===== src/rtl/clk_seq_pkg.sv =====
//============================================================
// clk_seq_pkg : state encodings and constants for clk_seq_gen
// Rev 1.0
//============================================================
`default_nettype none

package clk_seq_pkg;

  typedef enum logic [1:0] {
    ST_WAIT_LOCK = 2'd0,
    ST_STABILIZE = 2'd1,
    ST_HOLD      = 2'd2,
    ST_RUN       = 2'd3
  } seq_state_e;

  localparam int LOSS_CNT_W = 8;
  localparam int SYNC_DEPTH = 2;

endpackage

`default_nettype wire


===== src/rtl/clk_en_div.sv =====
//============================================================
// clk_en_div : one clock-enable channel (down-counter, shadow divisor, ce reg)
// Rev 1.0
//============================================================
`default_nettype none

module clk_en_div #(
  parameter int DIV_W = 8
) (
  input  logic             clock_in,
  input  logic             resetn,
  input  logic             run_i,
  input  logic             load_i,
  input  logic [DIV_W-1:0] div_i,
  output logic             ce_o
);

  logic [DIV_W-1:0] shadow_q, shadow_d;
  logic [DIV_W-1:0] cnt_q, cnt_d;
  logic             ce_q, ce_d;

  function automatic logic [DIV_W-1:0] eff_div(input logic [DIV_W-1:0] d);
    return (d == '0) ? DIV_W'(1) : d;
  endfunction

  // Reload uses the pre-load shadow so a load landing on a ce edge waits one period.
  always_comb begin
    shadow_d = load_i ? div_i : shadow_q;
    cnt_d    = cnt_q;
    ce_d     = 1'b0;
    if (!run_i) begin
      cnt_d = eff_div(shadow_d) - DIV_W'(1);
    end else if (cnt_q == '0) begin
      ce_d  = 1'b1;
      cnt_d = eff_div(shadow_q) - DIV_W'(1);
    end else begin
      cnt_d = cnt_q - DIV_W'(1);
    end
  end

  always_ff @(posedge clock_in or negedge resetn) begin
    if (!resetn) begin
      shadow_q <= DIV_W'(1);
      cnt_q    <= '0;
      ce_q     <= 1'b0;
    end else begin
      shadow_q <= shadow_d;
      cnt_q    <= cnt_d;
      ce_q     <= ce_d;
    end
  end

  assign ce_o = ce_q;

endmodule

`default_nettype wire


===== src/rtl/clk_seq_gen.sv =====
//============================================================
// clk_seq_gen : PLL lock qualification, sequenced reset and ce strobes.
// Optional lock-loss counter built when CLKGEN_LOSS_CNT_EN is defined. Rev 1.0
//============================================================
`default_nettype none

module clk_seq_gen
  import clk_seq_pkg::*;
#(
  parameter int NUM_CH      = 2,
  parameter int DIV_W       = 8,
  parameter int LOCK_STABLE = 1024,
  parameter int RST_HOLD    = 16
) (
  input  logic                    clock_in,
  input  logic                    resetn,
  input  logic                    locked,
  input  logic [NUM_CH*DIV_W-1:0] divisors,
  input  logic                    div_load,
  output logic                    sys_resetn,
  output logic [NUM_CH-1:0]       ce,
  output logic [1:0]              state,
  output logic [LOSS_CNT_W-1:0]   lock_loss_count
);

  localparam int CNT_MAX = (LOCK_STABLE > RST_HOLD) ? LOCK_STABLE : RST_HOLD;
  localparam int CNT_W   = $clog2(CNT_MAX + 1);

  logic [SYNC_DEPTH-1:0] sync_q;
  logic                  lock_s;
  seq_state_e            state_q, state_d;
  logic [CNT_W-1:0]      cnt_q, cnt_d;
  logic                  sys_resetn_q;
  logic                  run_d;

  always_ff @(posedge clock_in or negedge resetn) begin
    if (!resetn) sync_q <= '0;
    else         sync_q <= {sync_q[SYNC_DEPTH-2:0], locked};
  end

  assign lock_s = sync_q[SYNC_DEPTH-1];

  always_comb begin
    state_d = state_q;
    cnt_d   = cnt_q;
    case (state_q)
      ST_WAIT_LOCK: begin
        cnt_d = '0;
        if (lock_s) state_d = ST_STABILIZE;
      end
      ST_STABILIZE: begin
        if (!lock_s) begin
          state_d = ST_WAIT_LOCK;
          cnt_d   = '0;
        end else if (cnt_q == CNT_W'(LOCK_STABLE - 1)) begin
          state_d = ST_HOLD;
          cnt_d   = '0;
        end else begin
          cnt_d = cnt_q + CNT_W'(1);
        end
      end
      ST_HOLD: begin
        if (!lock_s) begin
          state_d = ST_WAIT_LOCK;
          cnt_d   = '0;
        end else if (cnt_q == CNT_W'(RST_HOLD - 1)) begin
          state_d = ST_RUN;
          cnt_d   = '0;
        end else begin
          cnt_d = cnt_q + CNT_W'(1);
        end
      end
      ST_RUN: begin
        if (!lock_s) state_d = ST_WAIT_LOCK;
      end
      default: begin
        state_d = ST_WAIT_LOCK;
        cnt_d   = '0;
      end
    endcase
  end

  always_ff @(posedge clock_in or negedge resetn) begin
    if (!resetn) begin
      state_q      <= ST_WAIT_LOCK;
      cnt_q        <= '0;
      sys_resetn_q <= 1'b0;
    end else begin
      state_q      <= state_d;
      cnt_q        <= cnt_d;
      sys_resetn_q <= (state_d == ST_RUN);
    end
  end

  // Channels look at the next state so ce and sys_resetn change on the same edge.
  assign run_d = (state_d == ST_RUN);

  for (genvar k = 0; k < NUM_CH; k++) begin : g_ch
    clk_en_div #(
      .DIV_W (DIV_W)
    ) u_div (
      .clock_in (clock_in),
      .resetn   (resetn),
      .run_i    (run_d),
      .load_i   (div_load),
      .div_i    (divisors[k*DIV_W +: DIV_W]),
      .ce_o     (ce[k])
    );
  end

`ifdef CLKGEN_LOSS_CNT_EN
  logic [LOSS_CNT_W-1:0] loss_q, loss_d;

  always_comb begin
    loss_d = loss_q;
    if (state_q == ST_RUN && !lock_s && loss_q != '1) loss_d = loss_q + LOSS_CNT_W'(1);
  end

  always_ff @(posedge clock_in or negedge resetn) begin
    if (!resetn) loss_q <= '0;
    else         loss_q <= loss_d;
  end

  assign lock_loss_count = loss_q;
`else
  assign lock_loss_count = '0;
`endif

  assign sys_resetn = sys_resetn_q;
  assign state      = state_q;

endmodule

`default_nettype wire


===== config.mk =====
export PLATFORM = sky130hd
export DESIGN_NAME = clk_seq_gen
export DESIGN_NICKNAME = d
export VERILOG_FILES = /design/src/rtl/clk_seq_pkg.sv /design/src/rtl/clk_en_div.sv /design/src/rtl/clk_seq_gen.sv
export SDC_FILE = /design/constraint.sdc
export NUM_CORES = 1
export LEC_CHECK = 0
export BUFFER_PORTS_ARGS = -buffer_cell sky130_fd_sc_hd__buf_4
export CAP_MARGIN = 20
export CORE_MARGIN = 3
export CORE_UTILIZATION = 45
export CTS_CLUSTER_SIZE = 25
export DETAILED_ROUTE_END_ITERATION = 8
export PLACE_DENSITY = 0.66
export SYNTH_ARGS = -nofsm -noshare
export SYNTH_HDL_FRONTEND = slang
export SYNTH_SLANG_ARGS = --single-unit

===== constraint.sdc =====
create_clock -name clock_in -period 2.9 [get_ports clock_in]
set_input_delay 0.435 -clock clock_in [delete_from_list [all_inputs] [get_ports clock_in]]
set_output_delay 0.435 -clock clock_in [all_outputs]
set_load 0.01 [all_outputs]

==> qor.json <==
{
  "first_global_vias": {"value": 2337},
  "post_synth_edffs": {"value": 0},
  "peak_supply_drop": {"value": 266, "unit": "uV"},
  "place_congestion": {"value": 0.801},
  "seq_area_frac_synth": {"value": 41.7, "unit": "%"},
  "slew_headroom": {"value": 56.8, "unit": "%"},
  "final-hold-violation-count": {"value": 0},
  "setup_viol": {"value": 0},
  "cts_htree_levels": {"value": 2},
  "master_cell_of_the_clock_root_buffer": {"value": "sky130_fd_sc_hd__clkbuf_8"},
  "cts.clk_slew.worst_paths": {"value": 0.10, "unit": "ns"},
  "grt_remaining_overflow": {"value": 0},
  "stdcell_area": {"value": 3460, "unit": "um2"},
  "synthFlopType": {"value": "sky130_fd_sc_hd__dfrtp_1"},
  "syn-mean-instance-area": {"value": 9.43, "unit": "um2"},
  "netlist_area": {"value": 3010, "unit": "um2"},
  "grt_start_max_net_pins": {"value": 51},
  "die_width": {"value": 87.8, "unit": "um"},
  "detailed_place.area": {"value": 3310, "unit": "um2"},
  "finalWorstPathRequiredPeriod": {"value": 2.75, "unit": "ns"},
  "grt_antenna_before_repair": {"value": 0},
  "holdCritPathClass": {"value": "primary input to async pin"},
  "post_synth_and_or_nand_nor_area_fraction": {"value": 16.5, "unit": "%"},
  "worst-endpoint-arrival": {"value": 2.94, "unit": "ns"},
  "leading_cell_types_by_total_area_after_synthesis": {"value": "sky130_fd_sc_hd__dfrtp_1 40%, sky130_fd_sc_hd__mux2i_1 4.7%, sky130_fd_sc_hd__a21oi_1 3.7%"},
  "die-area": {"value": 7700, "unit": "um2"},
  "unrepaired_setup_endpoints_after_global_routing": {"value": "yes"},
  "rows": {"value": 29},
  "multiplexer_share_of_the_synthesized_area": {"value": 6.53, "unit": "%"},
  "timing.critical_path.from_type": {"value": "flip-flop"},
  "drt.antenna.violating_nets": {"value": 0},
  "tightest_slew": {"value": 0.648, "unit": "ns"},
  "start_util": {"value": 46.9, "unit": "%"},
  "fin_worst_hold_slack": {"value": 0.137, "unit": "ns"},
  "die_h": {"value": 87.8, "unit": "um"},
  "crit_required": {"value": 3.09, "unit": "ns"},
  "critical-path-slowest-cell": {"value": "sky130_fd_sc_hd__or4_4"},
  "tritoncts": {"value": "done"},
  "most_common_cell_after_layout_fill_and_taps_aside": {"value": "sky130_fd_sc_hd__dfrtp_1"},
  "detailed_place_hpwl": {"value": 4840, "unit": "um"},
  "run_status": {"value": "completed"},
  "yosys.area.top_type_share": {"value": 39.9, "unit": "%"},
  "cp-end-kind": {"value": "flip-flop"},
  "finalClockSkew": {"value": 0.0124, "unit": "ns"},
  "clock-sinks": {"value": 50},
  "yosysWarningCount": {"value": 0},
  "cp_max_fo": {"value": 6},
  "num_antenna_cells": {"value": 0},
  "finalMaxSlewViolations": {"value": 0},
  "wl_per_cell": {"value": 15.4, "unit": "um"},
  "pwr_density_cell": {"value": 499, "unit": "nW/um2"},
  "netlist-cell-type-count": {"value": 59},
  "timing.critical_path.slowest_cell_delay": {"value": 0.51, "unit": "ns"},
  "most-common-layout-cells": {"value": "46 x sky130_fd_sc_hd__dfrtp_1, 44 x sky130_fd_sc_hd__buf_4, 23 x sky130_fd_sc_hd__nor2_1"},
  "r2r_setup_slk": {"value": 0.15, "unit": "ns"},
  "fmaxAchievable": {"value": 364, "unit": "MHz"},
  "worst_path_cell_chain": {"value": "inv_2, ha_4, nand3b_1, or4_4, a21oi_4, buf_4, nand2_1, o31ai_2, ha_2, inv_1, nor3_2, xnor2_1, o21ai_1"},
  "final_layout_size_suffix_gt1_share": {"value": 23.8, "unit": "%"},
  "p_leak": {"value": 1.53, "unit": "nW"},
  "synth-async-reset-ratio": {"value": 100, "unit": "%"},
  "drc_viols": {"value": 0},
  "clock_insertion_delay_at_the_later_pin_of_the_skew_report": {"value": 0.31, "unit": "ns"},
  "avgViaCountPerCell": {"value": 5.64},
  "max_cap_violations": {"value": 0},
  "worst-setup-path-type": {"value": "flip-flop to flip-flop"},
  "detailedRoute.firstPassIterationCount": {"value": 4},
  "nets": {"value": 384},
  "synth_xor_xnor_area_share": {"value": 4.66, "unit": "%"},
  "dominant_combinational_cell_family_by_area_after_synthesis": {"value": "compound AO/OA/AOI/OAI gates"},
  "port_buffers": {"value": 24},
  "detail_route.wirelength": {"value": 6680, "unit": "um"},
  "final_min_period_over_clock_period": {"value": 94.7, "unit": "%"},
  "drt_iter0_drc": {"value": 83},
  "synth_cells": {"value": 319},
  "synthAdderAreaFrac": {"value": 3.66, "unit": "%"},
  "grt_util_all_layers": {"value": 18.0, "unit": "%"},
  "core-area": {"value": 6420, "unit": "um2"},
  "worst_path_top_cell_family_by_delay": {"value": "simple AND/OR/NAND/NOR gates"},
  "synthToLayoutAreaGrowth": {"value": 15.0, "unit": "%"},
  "ys_ff_latch": {"value": 50},
  "synthDominantAreaCellType": {"value": "sky130_fd_sc_hd__dfrtp_1"},
  "cts_buffers": {"value": 5},
  "fraction_of_the_mapped_netlist_area_in_compound_gates": {"value": 19.5, "unit": "%"},
  "clock_tree.buffer_depth": {"value": 2},
  "wire_length_of_the_first_global_routing_pass": {"value": 11000, "unit": "um"},
  "num_ports": {"value": 33},
  "worstPathBufferInverterCount": {"value": 3},
  "routed-via-count": {"value": 2446}
}
==> cells in the mapped netlist, drive strengths merged, types with 4 or more instances <==
library cell / number
dfrtp: 48
o21ai: 26
a21oi: 24
nor2: 23
inv: 21
nand2: 20
buf: 17
mux2i: 14
nand3: 9
nor3: 9
xnor2: 9
ha: 8
xor2: 7
nor4: 6
mux2: 5
nand3b: 5
o211ai: 5
a211oi: 4
and3: 4
clkbuf: 4
nand2b: 4
o31ai: 4
o41ai: 4
==> cells by family (layout without fill, tap and decap cells) <==
group / count (synthesis) / count (layout)
simple gates: 96 / 96
compound gates: 86 / 86
flops: 50 / 50
buf+inv: 42 / 73
mux: 19 / 19
xor+xnor: 16 / 16
fa+ha+maj: 9 / 9
other cells: 1 / 8
==> worst register-to-register path, stage by stage, from the launching register on <==
cell	delay, ns
sky130_fd_sc_hd__dfrtp_2	0.43
sky130_fd_sc_hd__inv_2	0.07
sky130_fd_sc_hd__ha_4	0.17
sky130_fd_sc_hd__nand3b_1	0.15
sky130_fd_sc_hd__or4_4	0.51
sky130_fd_sc_hd__a21oi_4	0.24
sky130_fd_sc_hd__buf_4	0.18
sky130_fd_sc_hd__nand2_1	0.07
sky130_fd_sc_hd__o31ai_2	0.08
sky130_fd_sc_hd__ha_2	0.25
sky130_fd_sc_hd__inv_1	0.07
sky130_fd_sc_hd__nor3_2	0.19
sky130_fd_sc_hd__xnor2_1	0.14
sky130_fd_sc_hd__o21ai_1	0.07
==> through the flow <==
| stage | setup slack [ns] | utilization, % | power [W] | instances | TNS [ns] |
|---|---|---|---|---|---|
| 6_report | 0.154 | 53.9 | 0.00173 | 434 | 0 |
| 5_1_grt | -0.0574 | 53.9 | 0.00184 | 434 | -0.0574 |
| 4_1_cts | 0.0736 | 53.0 | 0.00173 | 431 | 0 |
| 3_5_place_dp | 0.0844 | 51.6 | 0.00130 | 423 | 0 |
| 3_3_place_gp | 0.178 | 51.6 | 0.00129 | 423 | 0 |
| 2_1_floorplan | -0.00879 | - | 0.00116 | 326 | -0.00879 |
==> routing by layer <==
| metal | vias up | wire length (um) | part of all wire (%) | GRT usage, % |
|---|---|---|---|---|
| met4 | 0 | 67 | 1.0 | 4.18 |
| met2 | 52 | 3150 | 47 | 29.9 |
| li1 | 1201 | - | - | - |
| met1 | 1186 | 3230 | 48 | 24.6 |
| met3 | 7 | 235 | 3.5 | 3.39 |
| met5 | - | 0 | 0 | 0 |
==> what timing repair did <==
action,CTS,global route
gates resized for setup,0,7
buffers inserted,0,3
hold buffers,0,0
setup endpoints to repair,0,4
==> worst paths after layout <==
kind | start | endpoint | cells past startpoint
setup / recovery | state[0]$_DFF_PN0_ | g_ch[0].u_div.cnt_q[4]$_DFF_PN0_ | 13
hold / removal | resetn | cnt_q[3]$_DFFE_PN0P_ | 1
setup reg to reg | state[0]$_DFF_PN0_ | g_ch[0].u_div.cnt_q[4]$_DFF_PN0_ | 13
hold reg to reg | sync_q[0]$_DFF_PN0_ | sync_q[1]$_DFF_PN0_ | 0
max in group asynchronous | resetn | state[1]$_DFF_PN0_ | 1
min in group clock_in | locked | sync_q[0]$_DFF_PN0_ | 1
==> flip-flops by register name, summed over array words and instances (netlist names) <==
| register | flops |
|---|---|
| g_ch.u_div.cnt_q | 16 |
| g_ch.u_div.shadow_q | 16 |
| cnt_q | 11 |
| g_ch.u_div.ce_o | 2 |
| state | 2 |
| sync_q | 2 |
| sys_resetn | 1 |
==> cell type report <==
type	count	area, um2
fillers	611	2960
multi-input cells	234	1610
flip-flops and latches	50	1260
repair buffers	44	330
well taps	77	96.3
clock buffers	7	86.3
inverters	21	78.8
clock inverters	1	5.00
==> power breakdown <==
part	internal (W)	switching [W]
logic	0.000196	0.000252
clock network	0.000193	0.000239
registers	0.000772	0.0000760
total	0.00116	0.000567
No activity file was read; power rests on OpenSTA's default activity.
